[config.mk]
export PLATFORM = sky130hd
export DESIGN_NAME = lsu_flat
export DESIGN_NICKNAME = d
export VERILOG_FILES = /design/src/rtl/lsu_pkg.sv /design/src/rtl/lsu_if.sv /design/src/rtl/lsu_align.sv /design/src/rtl/lsu.sv /design/src/flat_wrapper.sv
export SDC_FILE = /design/constraint.sdc
export NUM_CORES = 1
export LEC_CHECK = 0
export ABC_AREA = 1
export CORE_MARGIN = 2
export CORE_UTILIZATION = 64
export DETAILED_ROUTE_END_ITERATION = 8
export DONT_BUFFER_PORTS = 1
export PLACE_DENSITY = 0.8
export SLEW_MARGIN = 20
export SYNTH_ARGS = -nofsm -noshare
export SYNTH_HDL_FRONTEND = slang
export SYNTH_SLANG_ARGS = --single-unit
[constraint.sdc]
create_clock -name clk -period 1.84 [get_ports clk]
set_clock_uncertainty 0.05 [all_clocks]
set_input_delay 0.092 -clock clk [delete_from_list [all_inputs] [get_ports clk]]
set_output_delay 0.092 -clock clk [all_outputs]
set_load 0.01 [all_outputs]
[src/rtl/lsu_pkg.sv]
// Shared types and size encodings for the load/store unit.
package lsu_pkg;

    typedef enum logic [1:0] {
        IDLE = 2'd0,
        REQ  = 2'd1,
        WAIT = 2'd2,
        DONE = 2'd3
    } state_t;

    localparam logic [1:0] SZ_B = 2'b00;
    localparam logic [1:0] SZ_H = 2'b01;
    localparam logic [1:0] SZ_W = 2'b10;

    // Size 2'b11 behaves as a word everywhere.
    function automatic logic is_misaligned(logic [1:0] size, logic [1:0] offs);
        case (size)
            SZ_B:    return 1'b0;
            SZ_H:    return offs[0];
            default: return (offs != 2'b00);
        endcase
    endfunction

endpackage

[src/rtl/lsu_if.sv]
// Data-memory bus between the LSU (master) and the memory system (slave).
interface lsu_if #(parameter int N = 32);

    logic         dmem_req;
    logic         dmem_we;
    logic [3:0]   dmem_be;
    logic [N-1:0] dmem_addr;
    logic [N-1:0] dmem_wdata;
    logic         dmem_gnt;
    logic         dmem_rvalid;
    logic [N-1:0] dmem_rdata;

    modport master (
        output dmem_req, dmem_we, dmem_be, dmem_addr, dmem_wdata,
        input  dmem_gnt, dmem_rvalid, dmem_rdata
    );

    modport slave (
        input  dmem_req, dmem_we, dmem_be, dmem_addr, dmem_wdata,
        output dmem_gnt, dmem_rvalid, dmem_rdata
    );

endinterface

[src/rtl/lsu_align.sv]
// Combinational byte-lane logic: byte enables, store replication, load extraction/extension.
module lsu_align
    import lsu_pkg::*;
#(
    parameter int N = 32
) (
    input  logic [1:0]   size,
    input  logic [1:0]   offs,
    input  logic         uns,
    input  logic         en,
    input  logic [N-1:0] wdata,
    input  logic [N-1:0] rdata,
    output logic [3:0]   be,
    output logic [N-1:0] wdata_rep,
    output logic [N-1:0] rdata_ext
);

    logic [1:0]   eff;
    logic [N-1:0] shifted;

    function automatic logic [N-1:0] extend(logic [N-1:0] v, logic [1:0] sz, logic u);
        case (sz)
            SZ_B:    return {{(N-8){v[7] & ~u}}, v[7:0]};
            SZ_H:    return {{(N-16){v[15] & ~u}}, v[15:0]};
            default: return v;
        endcase
    endfunction

    // Misaligned halves/words fall back to lane 0 rather than straddling words.
    assign eff     = is_misaligned(size, offs) ? 2'b00 : offs;
    assign shifted = rdata >> {eff, 3'b000};

    always_comb begin
        be        = 4'b0000;
        wdata_rep = wdata;
        case (size)
            SZ_B: begin
                be        = 4'b0001 << eff;
                wdata_rep = {4{wdata[7:0]}};
            end
            SZ_H: begin
                be        = 4'b0011 << eff;
                wdata_rep = {2{wdata[15:0]}};
            end
            default: begin
                be        = 4'b1111;
                wdata_rep = wdata;
            end
        endcase
        if (!en) be = 4'b0000;
    end

    assign rdata_ext = extend(shifted, size, uns);

endmodule

[src/rtl/lsu.sv]
// Load/store unit: single-outstanding request FSM bridging the memory stage to the dmem bus.
// Define LSU_MISALIGN_TRAP_EN to flag and refuse misaligned half/word accesses.
module lsu
    import lsu_pkg::*;
#(
    parameter int N = 32
) (
    input  logic         clk,
    input  logic         rst_n,
    input  logic         req,
    input  logic         we,
    input  logic [1:0]   size,
    input  logic         uns,
    input  logic [N-1:0] addr,
    input  logic [N-1:0] wdata,
    output logic         stall,
    output logic         done,
    output logic [N-1:0] MEMread,
    output logic         misalign,
    lsu_if.master        dmem
);

    state_t       state, state_nxt;
    logic         accept;
    logic         load_cpl;
    logic         dreq;
    logic         l_we;
    logic [1:0]   l_size;
    logic         l_uns;
    logic [N-1:0] l_addr;
    logic [N-1:0] l_wdata;
    logic [3:0]   be;
    logic [N-1:0] wrep;
    logic [N-1:0] rext;

`ifdef LSU_MISALIGN_TRAP_EN
    assign misalign = rst_n && (state == IDLE) && req && is_misaligned(size, addr[1:0]);
`else
    assign misalign = 1'b0;
`endif

    always_comb begin
        state_nxt = state;
        accept    = 1'b0;
        case (state)
            IDLE: begin
                if (req && !misalign) begin
                    state_nxt = REQ;
                    accept    = 1'b1;
                end
            end
            REQ: begin
                if (dmem.dmem_gnt) state_nxt = dmem.dmem_rvalid ? DONE : WAIT;
            end
            WAIT: begin
                if (dmem.dmem_rvalid) state_nxt = DONE;
            end
            DONE:    state_nxt = IDLE;
            default: state_nxt = IDLE;
        endcase
    end

    always_ff @(posedge clk or negedge rst_n) begin
        if (!rst_n) state <= IDLE;
        else        state <= state_nxt;
    end

    // Request capture: the core may change its inputs once the access is latched.
    always_ff @(posedge clk or negedge rst_n) begin
        if (!rst_n) begin
            l_we    <= 1'b0;
            l_size  <= SZ_B;
            l_uns   <= 1'b0;
            l_addr  <= '0;
            l_wdata <= '0;
        end else if (accept) begin
            l_we    <= we;
            l_size  <= size;
            l_uns   <= uns;
            l_addr  <= addr;
            l_wdata <= wdata;
        end
    end

    assign load_cpl = !l_we && dmem.dmem_rvalid &&
                      (((state == REQ) && dmem.dmem_gnt) || (state == WAIT));

    always_ff @(posedge clk or negedge rst_n) begin
        if (!rst_n)        MEMread <= '0;
        else if (load_cpl) MEMread <= rext;
    end

    lsu_align #(.N(N)) u_align (
        .size      (l_size),
        .offs      (l_addr[1:0]),
        .uns       (l_uns),
        .en        (dreq),
        .wdata     (l_wdata),
        .rdata     (dmem.dmem_rdata),
        .be        (be),
        .wdata_rep (wrep),
        .rdata_ext (rext)
    );

    assign dreq             = (state == REQ);
    assign dmem.dmem_req    = dreq;
    assign dmem.dmem_we     = dreq && l_we;
    assign dmem.dmem_be     = be;
    assign dmem.dmem_addr   = {l_addr[N-1:2], 2'b00};
    assign dmem.dmem_wdata  = wrep;

    assign done  = (state == DONE);
    assign stall = rst_n && ((state == REQ) || (state == WAIT) ||
                             ((state == IDLE) && req && !misalign));

endmodule
[src/flat_wrapper.sv]
// flat-port wrapper written by rule: the top's interface ports become plain ports
module lsu_flat import lsu_pkg::*;
#(
    parameter int N = 32
)
  (clk, rst_n, req, we, size, uns, addr, wdata, stall, done, MEMread, misalign, dmem_dmem_req, dmem_dmem_we, dmem_dmem_be, dmem_dmem_addr, dmem_dmem_wdata, dmem_dmem_gnt, dmem_dmem_rvalid, dmem_dmem_rdata);
  lsu_if #(.N(N)) dmem_i ();
  input  logic clk;
  input  logic rst_n;
  input  logic req;
  input  logic we;
  input  logic [1:0] size;
  input  logic uns;
  input  logic [N-1:0] addr;
  input  logic [N-1:0] wdata;
  output logic stall;
  output logic done;
  output logic [N-1:0] MEMread;
  output logic misalign;
  output wire logic [$bits(dmem_i.dmem_req)-1:0] dmem_dmem_req;
  output wire logic [$bits(dmem_i.dmem_we)-1:0] dmem_dmem_we;
  output wire logic [$bits(dmem_i.dmem_be)-1:0] dmem_dmem_be;
  output wire logic [$bits(dmem_i.dmem_addr)-1:0] dmem_dmem_addr;
  output wire logic [$bits(dmem_i.dmem_wdata)-1:0] dmem_dmem_wdata;
  input wire logic [$bits(dmem_i.dmem_gnt)-1:0] dmem_dmem_gnt;
  input wire logic [$bits(dmem_i.dmem_rvalid)-1:0] dmem_dmem_rvalid;
  input wire logic [$bits(dmem_i.dmem_rdata)-1:0] dmem_dmem_rdata;
  assign dmem_dmem_req = dmem_i.dmem_req;
  assign dmem_dmem_we = dmem_i.dmem_we;
  assign dmem_dmem_be = dmem_i.dmem_be;
  assign dmem_dmem_addr = dmem_i.dmem_addr;
  assign dmem_dmem_wdata = dmem_i.dmem_wdata;
  assign dmem_i.dmem_gnt = dmem_dmem_gnt;
  assign dmem_i.dmem_rvalid = dmem_dmem_rvalid;
  assign dmem_i.dmem_rdata = dmem_dmem_rdata;
  lsu #(.N(N)) u_core (.clk(clk), .rst_n(rst_n), .req(req), .we(we), .size(size), .uns(uns), .addr(addr), .wdata(wdata), .stall(stall), .done(done), .MEMread(MEMread), .misalign(misalign), .dmem(dmem_i));
endmodule
# Word level (Yosys, flattened, before mapping)
# Index checks and enable logic that the tools add are counted.
[totals]
rom_bits = 0
output_inout_bits = 105
n_memories = 0
input_bits = 105
latch_bits = 0
regBits = 102
elab_cells = 47
mem_bits_rw = 0
[op_classes]
n_bitwise = 3
shift = 3
n_mul = 0
n_lt_le_gt_ge = 0
n_mux = 13
eq_ne = 7
addsub = 0
div_mod_pow = 0
reduce_logical = 14
[op_table]
columns = ["operator", "n"]
rows = [
  ["one-hot mux 32 bit (2 select lines)", 2],
  [">> shifter 32 x 5 -> 32 bit", 1],
  ["two-way mux 2 bit", 4],
  ["one-hot mux 2 bit (4 select lines)", 1],
  ["one-hot mux 4 bit (2 select lines)", 1],
  ["logical AND 1 bit", 6],
  ["inequality test 2 bit, second input constant", 3],
  ["== test 2 x 1 -> 1 bit, second input constant", 2],
  ["== test 2 bit, second input constant", 2],
  ["zero test 2 bit", 2],
  ["two-way mux 4 bit", 1],
  ["left shift 1 x 2 -> 4 bit, first input constant", 1],
  ["left shift 2 x 2 -> 4 bit, first input constant", 1],
  ["logical OR 1 bit", 3],
  ["two-way mux 1 bit", 3],
  ["AND reduction 3 bit", 1],
  ["AND 1 bit", 2],
  ["one-hot mux 1 bit (2 select lines)", 1],
  ["nonzero test 2 bit", 1],
  ["zero test 1 bit", 1],
  ["NOT 1 bit", 1],
]

# Logic depth before layout (Yosys ltp)
[logic_depth]
ltp_word = 6
depth_mapped = 11
mapped_depth_nobuf = 9

# Hierarchy
# A second synthesis with hierarchy kept.
[unflattened]
cells_unflattened = 769
area_unflattened_um2 = 6003.3
[modules_own_cells]
columns = ["mod", "seq_area_each_um2", "area_each_um2", "cells_per_inst", "n_inst"]
rows = [
  ["lsu", 2552.4, 4493.1, 506, 1],
  ["lsu_align", 0.0, 1510.2, 263, 1],
]

# Worst setup path before layout
# OpenSTA, ideal clock, no wires.
[synth_timing]
kind = "reg-to-reg"
startpoint = "register u_core.state[1]"
endpoint = "register u_core.MEMread[17]"
stages_incl_launch_ff = 12
n_path_buf = 2
arrival_time_ns = 1.597
setup_ns = 0.113
t_required_ns = 1.677
setup_slack_ns = 0.080
synth_period_minus_slack_ns = 1.760
path_cell_list = "dfrtp_1 > inv_1 > ha_1 > a21oi_1 > nor3_2 > buf_2 > buf_2 > nand2_1 > inv_1 > nand3_1 > nand2_1 > inv_1"
[synth_via]
elab_chain_cells = 4
elab_cells_between_ends = 5
classes_between = "eq/ne: 2; reduce/logical: 3"
[synth_lines]
columns = ["item", "line_no", "source"]
rows = [
  ["start, declared", "lsu.sv:23", "state_t state, state_nxt;"],
  ["start signal, assigned", "lsu.sv:65", "else state <= state_nxt;"],
  ["== test 2 x 1 -> 1 bit", "--", ""],
  ["net dmem_dmem_req", "flat_wrapper.sv:20", "output wire logic [$bits(dmem_i.dmem_req)-1:0] dmem_dmem_req;"],
  ["logical AND 1 bit", "lsu.sv:86", "(((state == REQ) && dmem.dmem_gnt) || (state == WAIT));"],
  ["logical OR 1 bit", "lsu.sv:86", ""],
  ["logical AND 1 bit", "lsu.sv:85", "assign load_cpl = !l_we && dmem.dmem_rvalid &&"],
  ["end signal, assigned", "lsu.sv:90", "else if (load_cpl) MEMread <= rext;"],
  ["end, declared", "lsu.sv:18", "output logic [N-1:0] MEMread,"],
]
# The timed path passes the listed nets, and every way through them passes these cells.
# A chain may end at the register's enable or synchronous reset.

# Final worst setup path
[layout_timing]
startpoint = "register u_core.l_size[0]"
endpoint = "output dmem_dmem_be[3]"
[layout_via]
elab_chain_cells = 6
elab_cells_between_ends = 8
classes_between = "eq/ne: 1; shift: 2; mux: 4; reduce/logical: 1"
[layout_lines]
columns = ["item", "line_no", "source"]
rows = [
  ["start, declared", "lsu.sv:28", "logic [1:0] l_size;"],
  ["start signal, assigned", "lsu.sv:78", "l_size <= size;"],
  ["== test 2 x 1 -> 1 bit or zero test 2 bit (tied branches)", "lsu_pkg.sv:17, lsu_align.sv:36", ""],
  ["one-hot mux 1 bit (2 select lines)", "lsu_pkg.sv:17", "case (size)"],
  ["two-way mux 2 bit", "lsu_align.sv:30", "assign eff = is_misaligned(size, offs) ? 2'b00 : offs;"],
  ["left shift 2 x 2 -> 4 bit or left shift 1 x 2 -> 4 bit (tied branches)", "lsu_align.sv:42, lsu_align.sv:38", ""],
  ["one-hot mux 4 bit (2 select lines) *", "lsu_align.sv:36", "case (size)"],
  ["two-way mux 4 bit *", "lsu_align.sv:50", "if (!en) be = 4'b0000;"],
  ["end, declared", "flat_wrapper.sv:22", "output wire logic [$bits(dmem_i.dmem_be)-1:0] dmem_dmem_be;"],
]
# Every way passes the cells marked *; elsewhere a longest branch is shown, timed or not.

==> flow_summary.yaml <==
detailed_routing:
  drt-total-wl_mm: 15.3
  route.detailed.drc: 0
  routed_via_density: 5.71
  firstDrtPassIters: 5
  drt_iter0_drc: 253
  num_vias: 4679
  wire_per_inst_um: 18.7
  final_antenna_net_count: 0
worst_setup_path:
  cp-endpoint: "dmem_dmem_be[3]"
  r2r_slack_ns: 0.06
  rr_startpoint: "u_core.state[1]"
  end_kind: "primary output"
  crit_arrival_ns: 1.69
  required_ns: 1.70
  reg2reg_depth: 8
  startpoint: "u_core.l_size[0]"
  critPathMaxFanout: 16
  critPathKind: "reg2out"
  start_kind: "register"
  crit-reg2reg-capture: "u_core.MEMread[15]"
run:
  maxCapViolCount: 0
global_routing:
  gr-usage-met3_pct: 8.59
  overflow: 0
  antenna_found_initial: 1
  grt.met2_usage_pct: 56.5
  grt_start_max_net_pins: 104
  grt_pass1_wl_mm: 24.6
  met1_usage_pct: 37.3
  busiest_layer: "met2"
  grt_usage_pct: 32.2
  grt_pass1_vias: 4937
final_layout:
  syn_to_final_growth_pct: 18.3
  multiInputGateArea_um2: 2410
  regArea_um2: 2550
  n_fill_cell: 549
  finalNetCount: 815
  drive_above_1_share_pct: 22.0
  final_core_util_pct: 77.5
  fin_cells: 819
clock_network:
  cts_tree: "yes"
  cts_max_level: 3
  clock_sinks: 102
  clockBufferDepth: 2
  numCtsBuffers: 9
  clock-root-buffer: "clkbuf_8"
  insertion_delay_ns: 0.37
  cts_hold_buf: 92
  clk_pin_slew_ns: 0.11
die:
  fp.dieW_um: 98.3
  die_h_um: 98.3
  io_pins: 210
  rows: 34
  dieArea_um2: 9660
  start_util_pct: 65.5
  placeableCoreArea_um2: 8680
sta:
  finalHoldViolations: 102
  holdWs_ns: -0.654
  rsz0062_at_grt: "true"
  timing.fmax_mhz: 547
  setup_ws_ns: 0.0121
  setup_tns_ns: 0
  setup_violations: 0
  drv_slew: 0
  min_period_ns: 1.83
  post-route-period-util_pct: 99.3
placed_design:
  port_buffers: 0
  dpl.cell_count: 707
  dp.final_hpwl_mm: 9.31
  gp_congestion: 0.919
  pre_cts_ws_ns: 0.0352
synthesis:
  yosys-top-cells-area: "dfrtp_1 45%, mux2_2 13%, nand2_1 11%"
  synth_top_area_cell: "dfrtp_1"
  synth.top_cell.area_share_pct: 44.9
  yosys_warnings: 0
  synth_cells: 650
  ys_ff_latch: 102
  synth_cell_type_count: 29
  synth-seq-area-share_pct: 44.9
  avgSynthCellArea_um2: 8.75
  netlist_area_um2: 5690
  ys_top_cells_by_count: "163 x nand2_1, 102 x dfrtp_1, 73 x nand3_1, 70 x inv_1, 65 x mux2_2"
  synth-edff-count: 0
  synth_flop_cell: "dfrtp_1"
  synthArstFlopShare_pct: 100
  yosysMostFrequentCell: "nand2_1"
worst_hold_path:
  min_path_type: "in2async"
power_and_ir_drop:
  p_leak_nw: 3.37
  pwr_density_cell_nw_per_um2: 1660
  ir_drop_v: 0.00106
status:
  status: "complete, but fails checks"
  violations: "hold timing"
==> timing repair <==
action                                  4_1_cts  5_1_grt
pin swaps                                     0        2
gates resized for setup                       5       16
endpoints found under the setup margin        3       30
buffers inserted                              1        2
hold endpoints to repair                    187      102
==> kinds of logic after synthesis <==
group	Yosys count	share of synthesized area, %
AO/OA/AOI/OAI	38	3.50
adder cells (fa/ha/maj)	5	1.10
buffers and inverters	146	13.7
flip-flops	102	44.9
multiplexers	65	12.9
other	1	0.0659
AND/OR/NAND/NOR	293	23.9
==> power breakdown <==
part | switching (mW) | internal, mW | total, mW
sequential | 1.33 | 3.39 | 4.72
clock | 0.902 | 0.526 | 1.43
combinational | 2.83 | 2.17 | 5.00
==> metal layers <==
metal,routed length [um],share of wire (%),vias up
met5,0,0,-
met4,442,2.9,0
met2,7950,52,287
met3,1380,9.0,42
li1,-,-,2126
met1,5560,36,2224
==> critical path, cell delays in order (launching register included) <==
cell	delay [ns]
dfrtp_1	0.46
nand2_2	0.12
inv_1	0.09
nor2_8	0.12
buf_12	0.15
nand2_1	0.06
a21oi_1	0.16
buf_4	0.16
==> state kept, by name, summed over array words and instances, names as in the netlist <==
signal and flops:
u_core.MEMread 32, u_core.l_addr 32, u_core.l_size 2, u_core.state 2, u_core.l_wdata 32, u_core.l_uns 1
u_core.l_we 1
==> cell usage in the layout, fill, tap and decap left out, types with 5 or more instances in the layout <==
master         instances
o21ai_0               12
dfrtp_1              100
nand2_1              160
buf_4                 18
mux2_2                65
nor2_1                16
clkbuf_8               9
or2_2                 24
inv_1                 67
dlygate4sd3_1         92
nand2_2                5
nand3_1               73
a21oi_1               17
==> through the flow <==
step | cell area, um2 | power, mW | hold slack, ns
floorplan | 5690 | 8.60 | -0.254
global placement | 5520 | 8.91 | -0.251
detailed placement | 5520 | 9.14 | -0.251
CTS | 6650 | 10.7 | -0.662
global route | 6730 | 11.8 | -0.681
finish | 6730 | 11.2 | -0.654
==> area by class of cell <==
cell class | count | share of cell area (%)
clock inverter | 7 | 0.967
timing repair buffer | 116 | 17.2
clock buffer | 9 | 1.84
antenna | 1 | 0.0372
inverter | 72 | 4.11
multi-input combinational | 404 | 35.8
tap | 108 | 2.01
sequential | 102 | 38.0
==> how the worst min path moves through the flow <==
| stage | start | slack [ns] | end |
|---|---|---|---|
| after CTS | rst_n | -0.66 | u_core.MEMread[5] |
| final | rst_n | -0.65 | u_core.state[0] |
| after global placement | rst_n | -0.25 | u_core.MEMread[5] |
| after global routing | rst_n | -0.68 | u_core.state[1] |
| after floorplan | rst_n | -0.25 | u_core.MEMread[0] |
| after detailed placement | rst_n | -0.25 | u_core.MEMread[5] |
Power figures use the tool's default switching activity.
